<file path="src/rtl/ifetch_prefetch_buf_pkg.sv">
// Shared encodings for the instruction prefetch buffer: FSM states and the NOP word
// presented to the CPU while the fetch port is not ready.
package ifetch_prefetch_buf_pkg;

  typedef enum logic [1:0] {
    IFB_IDLE  = 2'd0,
    IFB_FETCH = 2'd1,
    IFB_DRAIN = 2'd2
  } ifb_state_e;

  localparam logic [31:0] IFB_NOP = 32'h0000_0000;

endpackage

</file>
<file path="src/rtl/ifetch_prefetch_buf_fifo.sv">
// Circular DEPTH x DW word buffer with push, pop, flush and an occupancy count.
// The head word is always visible on rdata.
module ifetch_fifo #(
  parameter int unsigned DEPTH = 4,
  parameter int unsigned DW    = 32
) (
  input  logic                         clock,
  input  logic                         reset,
  input  logic                         push,
  input  logic                         pop,
  input  logic                         flush,
  input  logic [DW-1:0]                wdata,
  output logic [DW-1:0]                rdata,
  output logic [$clog2(DEPTH+1)-1:0]   count
);

  localparam int unsigned PW = $clog2(DEPTH);
  localparam int unsigned CW = $clog2(DEPTH+1);

  logic [DW-1:0] ram [DEPTH];
  logic [PW-1:0] rd_ptr;
  logic [PW-1:0] wr_ptr;
  logic [CW-1:0] cnt;

  // Pointers wrap naturally because DEPTH is a power of two.
  always_ff @(posedge clock or negedge reset) begin
    if (!reset) begin
      rd_ptr <= '0;
      wr_ptr <= '0;
      cnt    <= '0;
    end else if (flush) begin
      rd_ptr <= '0;
      wr_ptr <= '0;
      cnt    <= '0;
    end else begin
      if (push) wr_ptr <= wr_ptr + PW'(1);
      if (pop)  rd_ptr <= rd_ptr + PW'(1);
      if (push && !pop)      cnt <= cnt + CW'(1);
      else if (pop && !push) cnt <= cnt - CW'(1);
    end
  end

  always_ff @(posedge clock) begin
    if (push && !flush) ram[wr_ptr] <= wdata;
  end

  assign rdata = ram[rd_ptr];
  assign count = cnt;

endmodule

</file>
<file path="src/rtl/ifetch_prefetch_buf.sv">
// Instruction prefetch queue between the CPU fetch port and a handshaked memory.
// Optional performance counters are built when IFETCH_PERF_CNT_EN is defined.
module ifetch_prefetch_buf #(
  parameter int unsigned AW        = 32,
  parameter int unsigned DW        = 32,
  parameter int unsigned DEPTH     = 4,
  parameter int unsigned ADDR_STEP = 1
) (
  input  logic          clock,
  input  logic          reset,
  input  logic [AW-1:0] cpu_addr,
  input  logic          cpu_en,
  output logic [DW-1:0] cpu_data,
  output logic          cpu_ready,
  output logic          mem_req,
  output logic [AW-1:0] mem_addr,
  input  logic          mem_ack,
  input  logic [DW-1:0] mem_rdata,
  output logic [31:0]   hit_cnt,
  output logic [31:0]   miss_cnt
);

  import ifetch_prefetch_buf_pkg::*;

  localparam int unsigned CW   = $clog2(DEPTH+1);
  localparam logic [AW-1:0] STEP = AW'(ADDR_STEP);

  ifb_state_e    state;
  ifb_state_e    state_next;
  logic [AW-1:0] head_addr;
  logic [AW-1:0] head_addr_next;
  logic [AW-1:0] fetch_addr;
  logic [AW-1:0] fetch_addr_next;
  logic [AW-1:0] mem_addr_next;
  logic          mem_req_next;
  logic [CW-1:0] fifo_count;
  logic [DW-1:0] head_data;
  logic          mismatch;
  logic          hit;
  logic          pop;
  logic          push;
  logic          can_issue;

  // Entry i implicitly holds the word at head_addr + i*STEP.
  assign mismatch  = (cpu_addr != head_addr);
  assign hit       = !mismatch && (fifo_count != '0);
  assign pop       = hit && cpu_en;
  assign can_issue = (fifo_count < CW'(DEPTH));
  assign cpu_ready = hit;
  assign cpu_data  = hit ? head_data : DW'(IFB_NOP);

  ifetch_fifo #(
    .DEPTH (DEPTH),
    .DW    (DW)
  ) u_fifo (
    .clock (clock),
    .reset (reset),
    .push  (push),
    .pop   (pop),
    .flush (mismatch),
    .wdata (mem_rdata),
    .rdata (head_data),
    .count (fifo_count)
  );

  always_ff @(posedge clock or negedge reset) begin
    if (!reset) state <= IFB_IDLE;
    else        state <= state_next;
  end

  always_comb begin
    state_next = state;
    case (state)
      IFB_IDLE:  if (mismatch || can_issue) state_next = IFB_FETCH;
      IFB_FETCH: begin
        if (mismatch && !mem_ack)      state_next = IFB_DRAIN;
        else if (mem_ack && !mismatch) state_next = IFB_IDLE;
      end
      IFB_DRAIN: if (mem_ack) state_next = IFB_FETCH;
      default:   state_next = IFB_IDLE;
    endcase
  end

  // A flush retargets both pointers; any new issue uses the retargeted fetch address.
  always_comb begin
    push            = 1'b0;
    mem_req_next    = mem_req;
    mem_addr_next   = mem_addr;
    head_addr_next  = head_addr;
    fetch_addr_next = fetch_addr;
    if (pop) head_addr_next = head_addr + STEP;
    if (mismatch) begin
      head_addr_next  = cpu_addr;
      fetch_addr_next = cpu_addr;
    end
    case (state)
      IFB_IDLE: begin
        if (mismatch || can_issue) begin
          mem_req_next  = 1'b1;
          mem_addr_next = fetch_addr_next;
        end
      end
      IFB_FETCH: begin
        if (mem_ack) begin
          if (mismatch) begin
            mem_req_next  = 1'b1;
            mem_addr_next = fetch_addr_next;
          end else begin
            push            = 1'b1;
            fetch_addr_next = fetch_addr + STEP;
            mem_req_next    = 1'b0;
          end
        end
      end
      IFB_DRAIN: begin
        if (mem_ack) begin
          mem_req_next  = 1'b1;
          mem_addr_next = fetch_addr_next;
        end
      end
      default: ;
    endcase
  end

  always_ff @(posedge clock or negedge reset) begin
    if (!reset) begin
      head_addr  <= '0;
      fetch_addr <= '0;
      mem_req    <= 1'b0;
      mem_addr   <= '0;
    end else begin
      head_addr  <= head_addr_next;
      fetch_addr <= fetch_addr_next;
      mem_req    <= mem_req_next;
      mem_addr   <= mem_addr_next;
    end
  end

`ifdef IFETCH_PERF_CNT_EN
  logic [31:0] hit_q;
  logic [31:0] miss_q;

  // Saturating hit/miss counters.
  always_ff @(posedge clock or negedge reset) begin
    if (!reset) begin
      hit_q  <= '0;
      miss_q <= '0;
    end else begin
      if (pop && (hit_q != 32'hFFFF_FFFF))                  hit_q  <= hit_q + 32'd1;
      if (mismatch && cpu_en && (miss_q != 32'hFFFF_FFFF)) miss_q <= miss_q + 32'd1;
    end
  end

  assign hit_cnt  = hit_q;
  assign miss_cnt = miss_q;
`else
  assign hit_cnt  = '0;
  assign miss_cnt = '0;
`endif

endmodule

</file>
<file path="config.mk">
export PLATFORM = sky130hd
export DESIGN_NAME = ifetch_prefetch_buf
export DESIGN_NICKNAME = d
export VERILOG_FILES = /design/src/rtl/ifetch_prefetch_buf_pkg.sv /design/src/rtl/ifetch_prefetch_buf_fifo.sv /design/src/rtl/ifetch_prefetch_buf.sv
export SDC_FILE = /design/constraint.sdc
export NUM_CORES = 1
export LEC_CHECK = 0
export CORE_MARGIN = 5
export CORE_UTILIZATION = 53
export CTS_CLUSTER_DIAMETER = 40
export DETAILED_ROUTE_END_ITERATION = 8
export PLACE_DENSITY = 0.8
export SETUP_SLACK_MARGIN = 0.4
export SYNTH_ARGS = -nofsm -noshare
export SYNTH_HDL_FRONTEND = slang
export SYNTH_HIERARCHICAL = 1
export SYNTH_SLANG_ARGS = --single-unit
export TNS_END_PERCENT = 1
</file>
<file path="constraint.sdc">
create_clock -name clock -period 4.2 [get_ports clock]
set_input_delay 1.05 -clock clock [delete_from_list [all_inputs] [get_ports clock]]
set_output_delay 1.05 -clock clock [all_outputs]
set_load 0.01 [all_outputs]
</file>
; Word level (Yosys, flattened, before mapping)
; Memories as Yosys holds them, arrays and structs flattened.
; Index checks and enable logic that the tools add are counted.
[totals]
register_bits = 106
ram_bits = 128
inputBits = 68
out_inout_bits = 130
word_cells = 79
n_memories = 1
[memory_table]
columns = memory, depth, width, rd, rd_ports_with_merged_regs, wr, line
row1 = u_fifo.ram, 4, 32, 1, 0, 1, ifetch_prefetch_buf_fifo.sv:20  ; logic [DW-1:0] ram [DEPTH];
[op_classes]
addsub = 6
magnitude_cmp = 1
eq_ne = 8
mux = 34
reduce_logical = 21
[ops]
columns = op, count
row1 = $mux 32, 11
row2 = $pmux 32 s3, 1
row3 = $add 32x1->32 const B, 2
row4 = $ne 32x32->1, 1
row5 = $mux 2, 8
row6 = $mux 1, 9
row7 = $mux 3, 3
row8 = $reduce_bool 3->1, 3
row9 = $ne 2x2->1 const B, 4
row10 = $logic_and 1x1->1, 7
row11 = $pmux 2 s3, 1
row12 = $reduce_and 5->1, 1
row13 = $add 2x1->2 const B, 2
row14 = $logic_not 1->1, 4
row15 = $reduce_and 4->1, 1
row16 = $reduce_bool 2->1, 2
row17 = $add 3x1->3 const B, 1
row18 = $lt 3x3->1 const B, 1
row19 = $ne 3x3->1 const B, 1
row20 = $pmux 1 s3, 1
row21 = $reduce_and 3->1, 1
row22 = $sub 3x1->3 const B, 1
row23 = $eq 2x1->1 const B, 1
row24 = $eq 2x2->1 const B, 1
row25 = other kinds (2), 2

; Depth between registers and ports, before layout
[logic_depth]
word_depth = 9
depth_mapped = 17
depth_no_buf = 11

; Cells and area by module
; Netlist, hierarchy kept.
[modules_own_cells]
columns = mod, instances, cells_each, area_per_inst_um2
row1 = ifetch_prefetch_buf, 1, 651, 6264.8
row2 = ifetch_fifo, 1, 211, 5097.4

; Worst setup path before layout
; No wires, ideal clock.
[synth_path]
kind = input port to flip-flop
from = input port cpu_addr[17]
to = memory u_fifo.ram[0][0] (enable)
setup_time_ns = 0.392
t_arrival_ns = 3.947
t_required_ns = 3.808
slack_ns = -0.139
path_stages = 13
path_buffers = 5
cell_sequence = xnor2_1 -> nand4_1 -> nor4_2 -> and2_1 -> buf_2 -> buf_2 -> buf_2 -> buf_2 -> ha_1 -> and3_1 -> buf_2 -> nor2b_1 -> and2_1
[synth_via]
elab_chain_len = 7
[synth_lines]
columns = element, line
row1 = start: declaration, ifetch_prefetch_buf.sv:11  ; input logic [AW-1:0] cpu_addr,
row2 = $ne 32x32->1, ifetch_prefetch_buf.sv:45  ; assign mismatch = (cpu_addr != head_addr);
row3 = $mux 1, ifetch_prefetch_buf.sv:105  ; if (mismatch) begin
row4 = $mux 1, ifetch_prefetch_buf.sv:104  ; if (mem_ack) begin
row5 = $mux 1, ifetch_prefetch_buf.sv:96  ; case (state)
row6 = net push, ifetch_prefetch_buf.sv:41  ; logic push;
row7 = $logic_and 1x1->1, ifetch_prefetch_buf_fifo.sv:44  ; if (push && !flush) ram[wr_ptr] <= wdata;
row8 = $mux 1, ifetch_prefetch_buf_fifo.sv:44
row9 = $mux 1 (not written as such), ifetch_prefetch_buf_fifo.sv:44
row10 = end: declaration, ifetch_prefetch_buf_fifo.sv:20
; The timed path passes the listed nets, and every way through them passes these cells.

; Final worst setup path
[layout_path]
from = input port cpu_addr[28]
to = output port cpu_data[12]
[layout_via]
elab_chain_len = 4
[layout_lines]
columns = element, line
row1 = $ne 32x32->1, ifetch_prefetch_buf.sv:45
row2 = $logic_not 1->1, ifetch_prefetch_buf.sv:46  ; assign hit = !mismatch && (fifo_count != '0);
row3 = $logic_and 1x1->1, ifetch_prefetch_buf.sv:46
row4 = $mux 32, ifetch_prefetch_buf.sv:50  ; assign cpu_data = hit ? head_data : DW'(IFB_NOP);
row5 = end: declaration, ifetch_prefetch_buf.sv:13  ; output logic [DW-1:0] cpu_data,
; No other way between the ends.

==> impl_results.md <==
* Clock Latency Late Sink at 0.54 ns
* Num Clock Sinks at 234
* Area growth, synth to finish at 23.92%
* Worst-path clk slew at about 0.05 ns
* All-Layer GR Usage at 20.68%
* Die W at 156.4 um
* Maxcap violations at 0
* Mapped cell area at 11360 sq um
* FP Rows at 53
* Leakage at 5.507 nW
* Register area at 6497 sq um
* Status: finished clean
* Port bufs at 133
* CTS max path bufs at 3
* Fin Clk Skew at 0.01019 ns
* Htree depth at 1
* DP HPWL at 17.39 mm
* Relative slew slack at 17.62%
* CTS tree: yes
* Yosys warning count at 6
* Seq/Total Area, Yosys at 57.17%
* Slew Viols, Final at 0
* Via count at around 7300
* CP startpoint kind: input pin
* Core Region at 21090 sq um
* Nets at 1114
* Worst Path Required at 3.15 ns
* FF+latch count, synth at 234
* Fin area at about 14000 sq um
* Core Util, Final at 66.77%
* Synth Area per Inst at 13.18 sq um
* Post-synth EDFFs at 128
* Critical setup path kind: input pin to output port
* DRC violation count after routing at 0
* GRT overflow at 0
* Synth Flop Type: edfxtp_1
* Antenna-violating nets left at 0
* Fillers at 1481
* CTS hold repair buffers at 0
* CTS Buf Count at 30
* Final worst path period share at about nine tenths
* RSZ-0062 raised after global routing: no
* Final GP Congestion at 0.8661
* WP data arrival at roughly 2.7 ns
* Drt via density at 5.477
* Initial Utilization at 53.88%
* Largest net degree at the start of global routing at 95
* Tmin final at about 3.8 ns
* Initial DRC Count at 369
* Clk root buf: clkbuf_16
* Die Y at about 160 um
* 1st-pass router iterations at 4
* Number of antenna violations at the first check in global routing at 1
* Max Fanout on Critical Path at 8
* Async SR Flop Fraction at 45.30%
* Dpl cells at 1269
* Final std cells w/o fill at 1336
* Hold Crit Class: flop to flop
* Setup violators final at 0
* Share of layout cells above drive strength 1 at 27.90%
* Wire length per cell at 19.54 um
* Peak Freq at 0.2666 GHz
* Die ar. at ~24000 sq um
* I/O pin count at 198
* Ant diodes at 0
* Vias in the first global route at about 7300
* Multi-input gate area at 4508 sq um
* Yosys cell types at 50
* Slew @ Worst Pin at 1.236 ns
* Placed cell area at 13030 sq um
* Total Wirelength at 26.10 mm
* Worst IR Drop VDD at 0.3850 mV
* Syn Inst Count at 862
* Final hold vios at 0
* Pwr Density at approximately 430 nW/um^2
* CP endpoint kind: output port
* Global-route wire length before repair at 40.17 mm
through the flow:
stage	hold WS, ns	power [mW]	setup TNS, ns	worst slack [ns]
2_1_floorplan	0.5198	3.133	0	0.4166
3_3_place_gp	0.4901	3.497	-14.25	-0.3870
3_5_place_dp	0.4958	3.517	-16.20	-0.4499
4_1_cts	0.5079	6.048	0	0.3076
5_1_grt	0.5142	6.239	0	0.3859
6_report	0.5046	6.012	0	0.4492
logic make-up after synthesis:
family / share of synthesized area (%)
compound gates: 3.656
xor+xnor: 7.246
fa+ha+maj: 1.057
buf+inv: 7.147
flops: 57.17
mux: 13.08
other cells: 0.03300
simple gates: 10.60
critical path, cell delays in order:
cell and delay, ns:
buf_4 0.14, xnor2_4 0.21, nand4_1 0.18, nor4_4 0.31
and2_4 0.23, buf_6 0.13, buf_12 0.13, and3_4 0.20
buf_6 0.11
what timing repair did:
action / in CTS / in global routing
gates cloned: 0 / 1
gates resized for setup: 182 / 84
endpoints found under the setup margin: 36 / 33
hold endpoints to repair: 0 / 0
setup buffers: 8 / 2
pin swaps: 24 / 39
routing by layer:
layer	GRT usage, %	vias up	share of wire, %
li1	-	3363	-
met1	27.59	3622	40
met2	34.26	279	50
met3	4.480	51	7.4
met4	6.364	2	2.8
met5	0	-	0.077
worst paths after layout:
check	depth (start not counted)	slack, ns	endpoint	from
max	9	0.45	cpu_data[12]	cpu_addr[28]
min	1	0.50	mem_addr[11]	mem_addr[11]
max reg2reg	14	0.92	u_fifo/ram[0][3]	head_addr[23]
min reg2reg	1	0.50	mem_addr[11]	mem_addr[11]
max in group asynchronous	2	2.93	mem_addr[26]	reset
min in group asynchronous	1	0.55	mem_addr[8]	reset
power breakdown:
part,switching (mW),internal (mW)
sequential,0.114,2.57
clock,0.966,1.56
combinational,0.355,0.448
cell usage in the layout, fill, tap and decap left out, drive strengths merged, types with 2 or more instances in the layout:
cell type      count
buf               93
and2               8
clkbuf            57
bufinv             4
ha                 8
and4               6
xor2              32
nor3               8
nand3             22
dlygate4sd2        3
a21oi             58
nor3b              2
nand4             24
a311oi             4
clkinvlp           3
and3              47
nor4               5
clkdlybuf4s50     67
mux2i              3
a31oi              2
o21ai              3
edfxtp           128
conb              64
clkinv            15
nor2              66
nor2b              2
inv               19
or4                2
a211oi             2
dfrtp            106
mux4              32
xnor2             62
nand2             24
and3b              3
or3                2
mux2              64
sequential cells by signal, summed over array words and instances, names as in the netlist:
| register | count |
|---|---|
| u_fifo/wr_ptr | 2 |
| u_fifo/rd_ptr | 2 |
| mem_addr | 32 |
| mem_req | 1 |
| head_addr | 32 |
| state | 2 |
| u_fifo/count | 3 |
| fetch_addr | 32 |
| u_fifo/ram | 128 |
final cells by class:
class | count | area share, %
repair buffers | 189 | 11.77
multi-input cells | 565 | 32.02
clock inverters | 24 | 1.786
well taps | 275 | 2.444
inverters | 17 | 0.4532
flip-flops and latches | 234 | 46.15
clock buffers | 32 | 5.385
synthesized netlist by cell type (all sizes together) (3+ instances only):
cell type / number / area share, %
nand2: 24 / 0.79
clkbuf: 16 / 0.53
nor4: 5 / 0.39
nor2: 66 / 2.2
mux4: 32 / 6.5
inv: 17 / 0.56
nor3: 8 / 0.45
dfrtp: 106 / 23
and2: 8 / 0.44
and3b: 3 / 0.23
xor2: 32 / 2.5
mux2i: 3 / 0.26
nand4: 24 / 1.3
a311oi: 4 / 0.31
buf: 93 / 6.1
xnor2: 62 / 4.8
o21ai: 3 / 0.13
a21oi: 58 / 2.6
ha: 8 / 0.88
edfxtp: 128 / 34
and3: 47 / 2.6
and4: 6 / 0.46
nand3: 22 / 0.97
mux2: 64 / 6.3
(Power assumes the default switching activity.)
